$ cat src/rtl/spike_reset_mux.sv
// Spike detect and reset-select mux: fires when v >= THRESH (signed, inclusive),
// forwards b on a spike and a otherwise, with a registered copy for the state stage.
module spike_reset_mux #(
  parameter int                       WIDTH  = 21,
  parameter int                       FRAC   = 9,
  parameter logic signed [WIDTH-1:0]  THRESH = 21'sd15360
) (
  input  logic signed [WIDTH-1:0] v,
  input  logic signed [WIDTH-1:0] a,
  input  logic signed [WIDTH-1:0] b,
  output logic signed [WIDTH-1:0] c,
  input  logic                    clk,
  input  logic                    rst,
  output logic                    spike,
  output logic signed [WIDTH-1:0] c_q,
  output logic                    spike_q
);

  // The fixed-point format needs at least a sign bit above the fraction.
  if (FRAC >= WIDTH) begin : g_bad_format
    $error("spike_reset_mux: FRAC must be smaller than WIDTH");
  end

  always_comb begin
    spike = (v >= THRESH);
    c     = spike ? b : a;
  end

  always_ff @(posedge clk) begin
    if (rst) begin
      c_q     <= '0;
      spike_q <= 1'b0;
    end else begin
      c_q     <= c;
      spike_q <= spike;
    end
  end

endmodule

$ cat config.mk
export PLATFORM = sky130hd
export DESIGN_NAME = spike_reset_mux
export DESIGN_NICKNAME = d
export VERILOG_FILES = /design/src/rtl/spike_reset_mux.sv
export SDC_FILE = /design/constraint.sdc
export NUM_CORES = 1
export LEC_CHECK = 0
export ABC_AREA = 1
export BUFFER_PORTS_ARGS = -buffer_cell sky130_fd_sc_hd__buf_2
export CORE_AREA = 3 3 62 64
export DETAILED_ROUTE_END_ITERATION = 8
export DIE_AREA = 0 0 65 67
export PLACE_DENSITY = 0.86
export SLEW_MARGIN = 20
export SYNTH_ARGS = -nofsm -noshare
export SYNTH_HDL_FRONTEND = slang
export SYNTH_SLANG_ARGS = --single-unit
export TNS_END_PERCENT = 100
$ cat constraint.sdc
create_clock -name clk -period 2 [get_ports clk]
set_input_delay 0.5 -clock clk [delete_from_list [all_inputs] [get_ports clk]]
set_output_delay 0.5 -clock clk [all_outputs]
set_load 0.05 [all_outputs]
==> results of run 1 <==
-- path summary, 6_finish.rpt --
kind	from	end	slack, ns	cells past startpoint
worst max-delay path	v[19]	c[16]	-0.10	10
worst min-delay path	a[13]	c_q[13]	0.53	5
-- sequential cells by signal, indices dropped and copies added, names as in the netlist --
signal   cells
c_q         21
spike_q      1
-- layout make-up --
cell class | count | area share (%)
inverter | 67 | 8.90
clock buffer | 4 | 1.27
sequential | 22 | 15.4
multi-input combinational | 96 | 25.2
timing repair buffer | 166 | 47.2
tap | 46 | 2.02
-- placed cells by master, fill, tap and decap left out, types with 2 or more instances in the layout --
cell / instances
nor2_4: 5
buf_16: 2
dfxtp_1: 22
buf_2: 71
nand2_4: 16
inv_2: 20
nor2_1: 20
clkbuf_4: 3
nor2_2: 2
buf_8: 21
buf_4: 53
inv_1: 46
buf_6: 18
nand2_1: 13
nand3_2: 20
nand2_2: 17
-- repair_timing --
| item | in CTS | in global routing |
|---|---|---|
| resized for setup | 84 | 89 |
| pin swaps | 8 | 22 |
| hold buffers | 0 | 0 |
| buffers inserted | 50 | 7 |
| setup endpoints to repair | 21 | 27 |
| cloned | 2 | 2 |
-- cells by family (layout without fill, tap and decap cells) --
| group | count (synthesis) | in the layout | synth area share, % |
|---|---|---|---|
| AO/OA/AOI/OAI | 1 | 1 | 0.922 |
| buffers and inverters | 75 | 237 | 27.3 |
| flip-flops | 22 | 22 | 36.1 |
| AND/OR/NAND/NOR | 95 | 95 | 35.8 |
-- through the flow --
stage	std cells	worst slack [ns]	power (mW)	TNS, ns
floorplan	193	0.0924	0.848	0
global placement	345	-0.0500	1.00	-0.742
detailed placement	345	-0.0849	1.01	-1.29
CTS	401	-0.0735	1.46	-0.939
global route	401	-0.186	1.65	-2.34
finish	401	-0.102	1.59	-1.00
-- power by group through the flow --
stage	clock network, mW	registers (mW)	logic, mW
final	0.259	0.479	0.851
after global routing	0.280	0.481	0.891
after CTS	0.244	0.476	0.739
after detailed placement	0	0.486	0.525
after global placement	0	0.485	0.516
after floorplan	0	0.598	0.249
-- per-layer routing --
layer / vias up / wire length (µm)
li1: 855 / -
met3: 32 / 324
met2: 99 / 3790
met1: 845 / 2020
met5: - / 0
met4: 0 / 433
-- tightest hold or removal path, stage by stage --
cell and delay [ns]:
buf_2 0.08, inv_1 0.04, nand2_2 0.07, nand2_2 0.06, nor2_1 0.07
==> qor.txt, run 1 <==
=======================================================================================
Slowest stage cell on the critical path                                           buf_6
Cells after synthesis                                                               193
Placement-stage cell area                                                   0.00183 mm²
Number of buffers inserted by port buffering                                         98
Signed area change from the synthesized netlist to the final layout                134%
Ordered list of cells on the worst path                                    buf_6 -> nor2_4 -> nand3_2 -> o21bai_4 -> buf_6 -> buf_16 -> nand2_4 -> nand2_4 -> inv_2 -> buf_8
Ratio of cells with drive above 1 in the final layout                             71.3%
Power share of the clock group                                                    16.3%
Number of violations reported at the end of detailed-routing iteration 0             66
Busiest layer in global routing                                                    met2
Area of the die                                                             0.00436 mm²
Crit path kind                                                                   in2out
Number of fill cells in the layout                                                  183
Number of CTS-inserted buffers                                                        3
Fraction of post-synthesis cell area in the top cell type by area                 36.1%
FFs w/ async S/R, synth                                                              0%
Effective utilization at floorplan                                                36.6%
DRC violations left                                                                   0
WHS                                                                            0.534 ns
Final wirelength                                                                6.58 mm
Met1 Resource Use GR                                                              19.6%
Post-synth top area cell                                                        dfxtp_1
Fraction of met3 tracks used by global routing                                    1.69%
Max-slew violation count                                                              0
Wire length of the first global-routing pass                                    7.32 mm
Initial antenna violation count                                                       0
Maximum Capacitance Violations                                                        0
Most instantiated flip-flop cell in the synthesis netlist                       dfxtp_1
Number of global-route vias before repair                                          1718
Leakage power of the design                                                     1.72 nW
Number of nets in the synthesized netlist                                           258
Worst setup slack after layout                                                -0.102 ns
Vias after detailed routing                                                        1831
Synth area leaders                                                         dfxtp_1 (36%), inv_1 (21%), nand2_1 (9.2%)
Count of synthesis-stage warnings from yosys                                          0
Critical Path Source Type                                                     input pin
HPWL after DPL                                                                  2.67 mm
Kind of end point of the critical path                                       output pin
Critical-path maximum fanout                                                          6
Number of distinct standard cells referenced by the synthesized netlist              14
NumNets Final                                                                       421
Share of the core filled with cells                                               85.6%
Worst EP required                                                               1.50 ns
Setup repair after global routing missed its margin                                 yes
Number of setup violations in the final report                                       21
Most common cell in the netlist                                                   inv_1
Maximum clock rate                                                            0.476 GHz
Tightest Hold Check Type                                                         in2reg
Router iterations before antenna repair                                               4
Violated checks                                                            setup timing
Critical Path Max Stage Delay                                                   0.16 ns
Sequential-to-total area share from yosys stat                                    36.1%
IO Pins                                                                             109
Pwr dens                                                                     557 mW/mm²
Maximum number of pins on one net before global-route repair                         23
Die boundary width                                                                65 µm
Worst Max-Slew Pin Slew                                                        0.474 ns
Net switching power figure                                                     0.647 mW
Combinational fraction of design power                                            53.5%
Wirelength per Cell                                                             16.4 µm
Fraction of power consumed by sequential logic                                    30.1%
Arrival time reported for the critical path endpoint                            1.60 ns
Count of flip-flops with a built-in enable after synthesis                            0
Placeable core region                                                       0.00334 mm²
Library cell used as clock root buffer                                         clkbuf_4
Buffers & Inverters on Critical Path                                                  5
Final period demand of the worst path                                           2.10 ns
Status                                                                     finished with violations
Top post-synthesis cells by count                                          inv_1 (67), nand2_1 (30), nor2_1 (24)
Via-per-instance ratio                                                             4.57
Register cell area after layout                                                 440 µm²
Total GRT Usage                                                                   21.8%
Final Cell Area                                                             0.00286 mm²
Count of antenna diodes in the layout                                                 0
Final Wtd Congestion                                                              0.718
Clock H-tree levels                                                                   1
Area of combinational cells with multiple inputs                                721 µm²
Overflow left after global routing                                                    0
Clock transition at the registers of the reported paths                         0.15 ns
Maximum vdd drop                                                               0.294 mV
Std cell rows                                                                        21
Final Hold Viols                                                                      0
Mean instance size in the synthesized netlist                                  6.33 µm²
Worst relative slew slack                                                         68.4%
Post-synthesis cell area                                                    0.00122 mm²
Fin crit share                                                                     105%
Bufs on Longest Clock Path                                                            2
Number of flip-flops and latches in the synthesized netlist                          22
GRT met2 Usage                                                                    47.9%
Chip height                                                                       67 µm
Clock tree from TritonCTS                                                           yes
Internal power                                                                 0.943 mW
Number of antenna-violating nets in the routed design                                 0
CP top delay family                                                        buffers and inverters
# clock sinks                                                                        22
Net Sw Frac                                                                       40.7%
=======================================================================================
(Power assumes the default switching activity.)
==> run 2, diff against run 1 <==
--- a/config.mk
+++ b/config.mk
@@ -7,9 +7,9 @@
 export LEC_CHECK = 0
 export ABC_AREA = 1
 export BUFFER_PORTS_ARGS = -buffer_cell sky130_fd_sc_hd__buf_2
-export CORE_AREA = 3 3 62 64
+export CORE_AREA = 2 2 61 63
 export DETAILED_ROUTE_END_ITERATION = 8
-export DIE_AREA = 0 0 65 67
+export DIE_AREA = 0 0 63 65
 export PLACE_DENSITY = 0.86
 export SLEW_MARGIN = 20
 export SYNTH_ARGS = -nofsm -noshare
==> constraint.sdc (replaced) <==
create_clock -name clk -period 2 [get_ports clk]
set_input_delay 0.4 -clock clk [delete_from_list [all_inputs] [get_ports clk]]
set_output_delay 0.4 -clock clk [all_outputs]
set_load 0.05 [all_outputs]
==> run 2 against run 1 <==
  * The run now ends clean
  * Wire length shrank 56%
  * Core utilization fell by 35 points
  * Sequential power is 0.8% lower
  * Critical path depth fell by 1
  * Non-clock buffer count down 64
  * Worst hold slack worse by 0.12 ns
  * Combinational power fell by 42%
  * Flip-flop and latch count is the same
  * Cell area down 38%
==> qor.txt, run 2 (synthesis results as in run 1) <==
=======================================================================================
Status                                                                     finished, final reports clean
Placement-stage cell area                                                   0.00173 mm²   -5.5%
Most common cell after layout, fill and taps aside                                buf_2
Buffers & Inverters on Critical Path                                                  4   -1
Total GRT Usage                                                                   14.1%   -7.7 points
Worst setup timing slack at the placement stage                                0.107 ns   +0.192 ns
Setup Total Neg Slack                                                              0 ns   +1.00 ns
Ratio of cells with drive above 1 in the final layout                             43.3%   -28 points
Number of setup violations in the final report                                        0   -100%
DRC violations left                                                                   0   unchanged
Register ranked first by flip-flop count                                            c_q
Maximum number of pins on one net before global-route repair                         24   +4.3%
Final Wtd Congestion                                                              0.763   +6.3%
Ordered list of cells on the worst path                                    buf_2 -> nor2_2 -> nand3_1 -> o21bai_2 -> buf_12 -> nand2_1 -> nand2_1 -> inv_1 -> buf_2
Std cell rows                                                                        22   +4.8%
Max-slew violation count                                                              0   unchanged
Final wirelength                                                                2.88 mm   -56%
Library cell used as clock root buffer                                         clkbuf_4
Crit path kind                                                                   in2out
Worst relative slew slack                                                         73.9%   +5.5 points
Clock H-tree levels                                                                   1   unchanged
Maximum clock rate                                                            0.534 GHz   +12%
Tightest Hold Check Type                                                         in2reg
Arrival time reported for the critical path endpoint                            1.47 ns   -0.13 ns
Worst Max-Slew Pin Slew                                                        0.391 ns   -0.0830 ns
Vias after detailed routing                                                        1373   -25%
Wire length of the first global-routing pass                                    4.75 mm   -35%
Resized cells post-CTS                                                                0   -100%
Number of violations reported at the end of detailed-routing iteration 0             34   -48%
Setup repair after global routing missed its margin                                  no
Final period demand of the worst path                                           1.87 ns   -0.229 ns
Clock transition at the registers of the reported paths                         0.11 ns   -0.04 ns
Signed area change from the synthesized netlist to the final layout               44.9%
Pwr dens                                                                     680 mW/mm²   +22%
Number of buffers inserted by port buffering                                         98   unchanged
Bufs on Longest Clock Path                                                            2   unchanged
Via-per-instance ratio                                                             4.05   -11%
Most frequent cells in the layout                                          buf_2 (98), inv_1 (67), nand2_1 (30)
Area of the die                                                             0.00410 mm²   -6.0%
Worst EP required                                                               1.60 ns   +0.10 ns
Critical-path maximum fanout                                                         23   +17
Clock tree from TritonCTS                                                           yes
Placed Cells                                                                        335   -2.9%
Critical Path Max Stage Delay                                                   0.20 ns   +0.04 ns
Chip height                                                                       65 µm   -3.0%
Number of CTS-inserted buffers                                                        3   unchanged
Maximum vdd drop                                                               0.191 mV   -35%
Number of fill cells in the layout                                                  372   +100%
CP top delay family                                                        buffers and inverters
Hold-fix buffer count after cts                                                       0   unchanged
Number of non-filler instances in the completed layout                              339   -15%
WHS                                                                            0.409 ns   -0.125 ns
Number of post-CTS setup repair buffers                                               0   -100%
IO Pins                                                                             109   unchanged
Number of flip-flops under the largest register name                                 21   unchanged
Overflow left after global routing                                                    0   unchanged
Kind of end point of the critical path                                       output pin
Number of global-route vias before repair                                          1191   -31%
Die boundary width                                                                63 µm   -3.1%
Largest registers                                                          c_q x21, spike_q x1
Count of antenna diodes in the layout                                                 0   unchanged
Critical Path Source Type                                                     input pin
Register cell area after layout                                                 440 µm²   unchanged
Worst setup slack after layout                                                 0.127 ns   +0.229 ns
Effective utilization at floorplan                                                34.9%   -1.7 points
# clock sinks                                                                        22   unchanged
Placeable core region                                                       0.00350 mm²   +4.8%
Slowest stage cell on the critical path                                          buf_12
Maximum Capacitance Violations                                                        0   unchanged
Area of combinational cells with multiple inputs                                448 µm²   -38%
Initial antenna violation count                                                       0   unchanged
Final Cell Area                                                             0.00177 mm²   -38%
HPWL after DPL                                                                  2.34 mm   -12%
Fin crit share                                                                    93.6%   -11 points
Final Hold Viols                                                                      0   unchanged
Wirelength per Cell                                                             8.50 µm   -48%
Number of antenna-violating nets in the routed design                                 0   unchanged
NumNets Final                                                                       357   -15%
Router iterations before antenna repair                                               2   -2
Leakage power of the design                                                     1.21 nW   -30%
=======================================================================================
## run 2: routing by layer
layer / share of wire, % / global-route usage, % / vias up / wire, µm
met2: 53 / 27.3 / 48 / 1520
met5: 0 / 0 / - / 0
met1: 40 / 15.1 / 597 / 1170
met3: 5.9 / 1.74 / 2 / 169
met4: 0.87 / 6.67 / 0 / 25
li1: - / - / 726 / -
## run 2: cell type report
class | count | share of cell area [%]
repair buffers | 102 | 30.1
multi-input cells | 96 | 25.3
flip-flops and latches | 22 | 24.9
inverters | 67 | 14.2
well taps | 48 | 3.39
clock buffers | 4 | 2.05
## run 2: through the flow
| stage | power [mW] | utilization (%) |
|---|---|---|
| after floorplan | 0.848 | - |
| after global routing | 1.26 | 50.6 |
| after CTS | 1.21 | 50.6 |
| after global placement | 0.971 | 49.6 |
| after detailed placement | 0.978 | 49.6 |
| final | 1.20 | 50.6 |
## run 2: tightest hold or removal path, stage by stage
cell and delay (ns):
buf_2 0.07, inv_1 0.04, nand2_2 0.06, nand2_2 0.04
nor2_1 0.07
## run 2: where the power goes
part           switching [mW]  total [mW]  internal (mW)
clock                   0.128       0.239          0.111
combinational           0.360       0.490          0.130
sequential            0.00581       0.475          0.469
total                   0.493        1.20          0.710
## run 2: final timing paths
path | start | end | depth (start not counted)
worst max-delay path | v[19] | c[9] | 9
worst min-delay path | a[15] | c_q[15] | 5
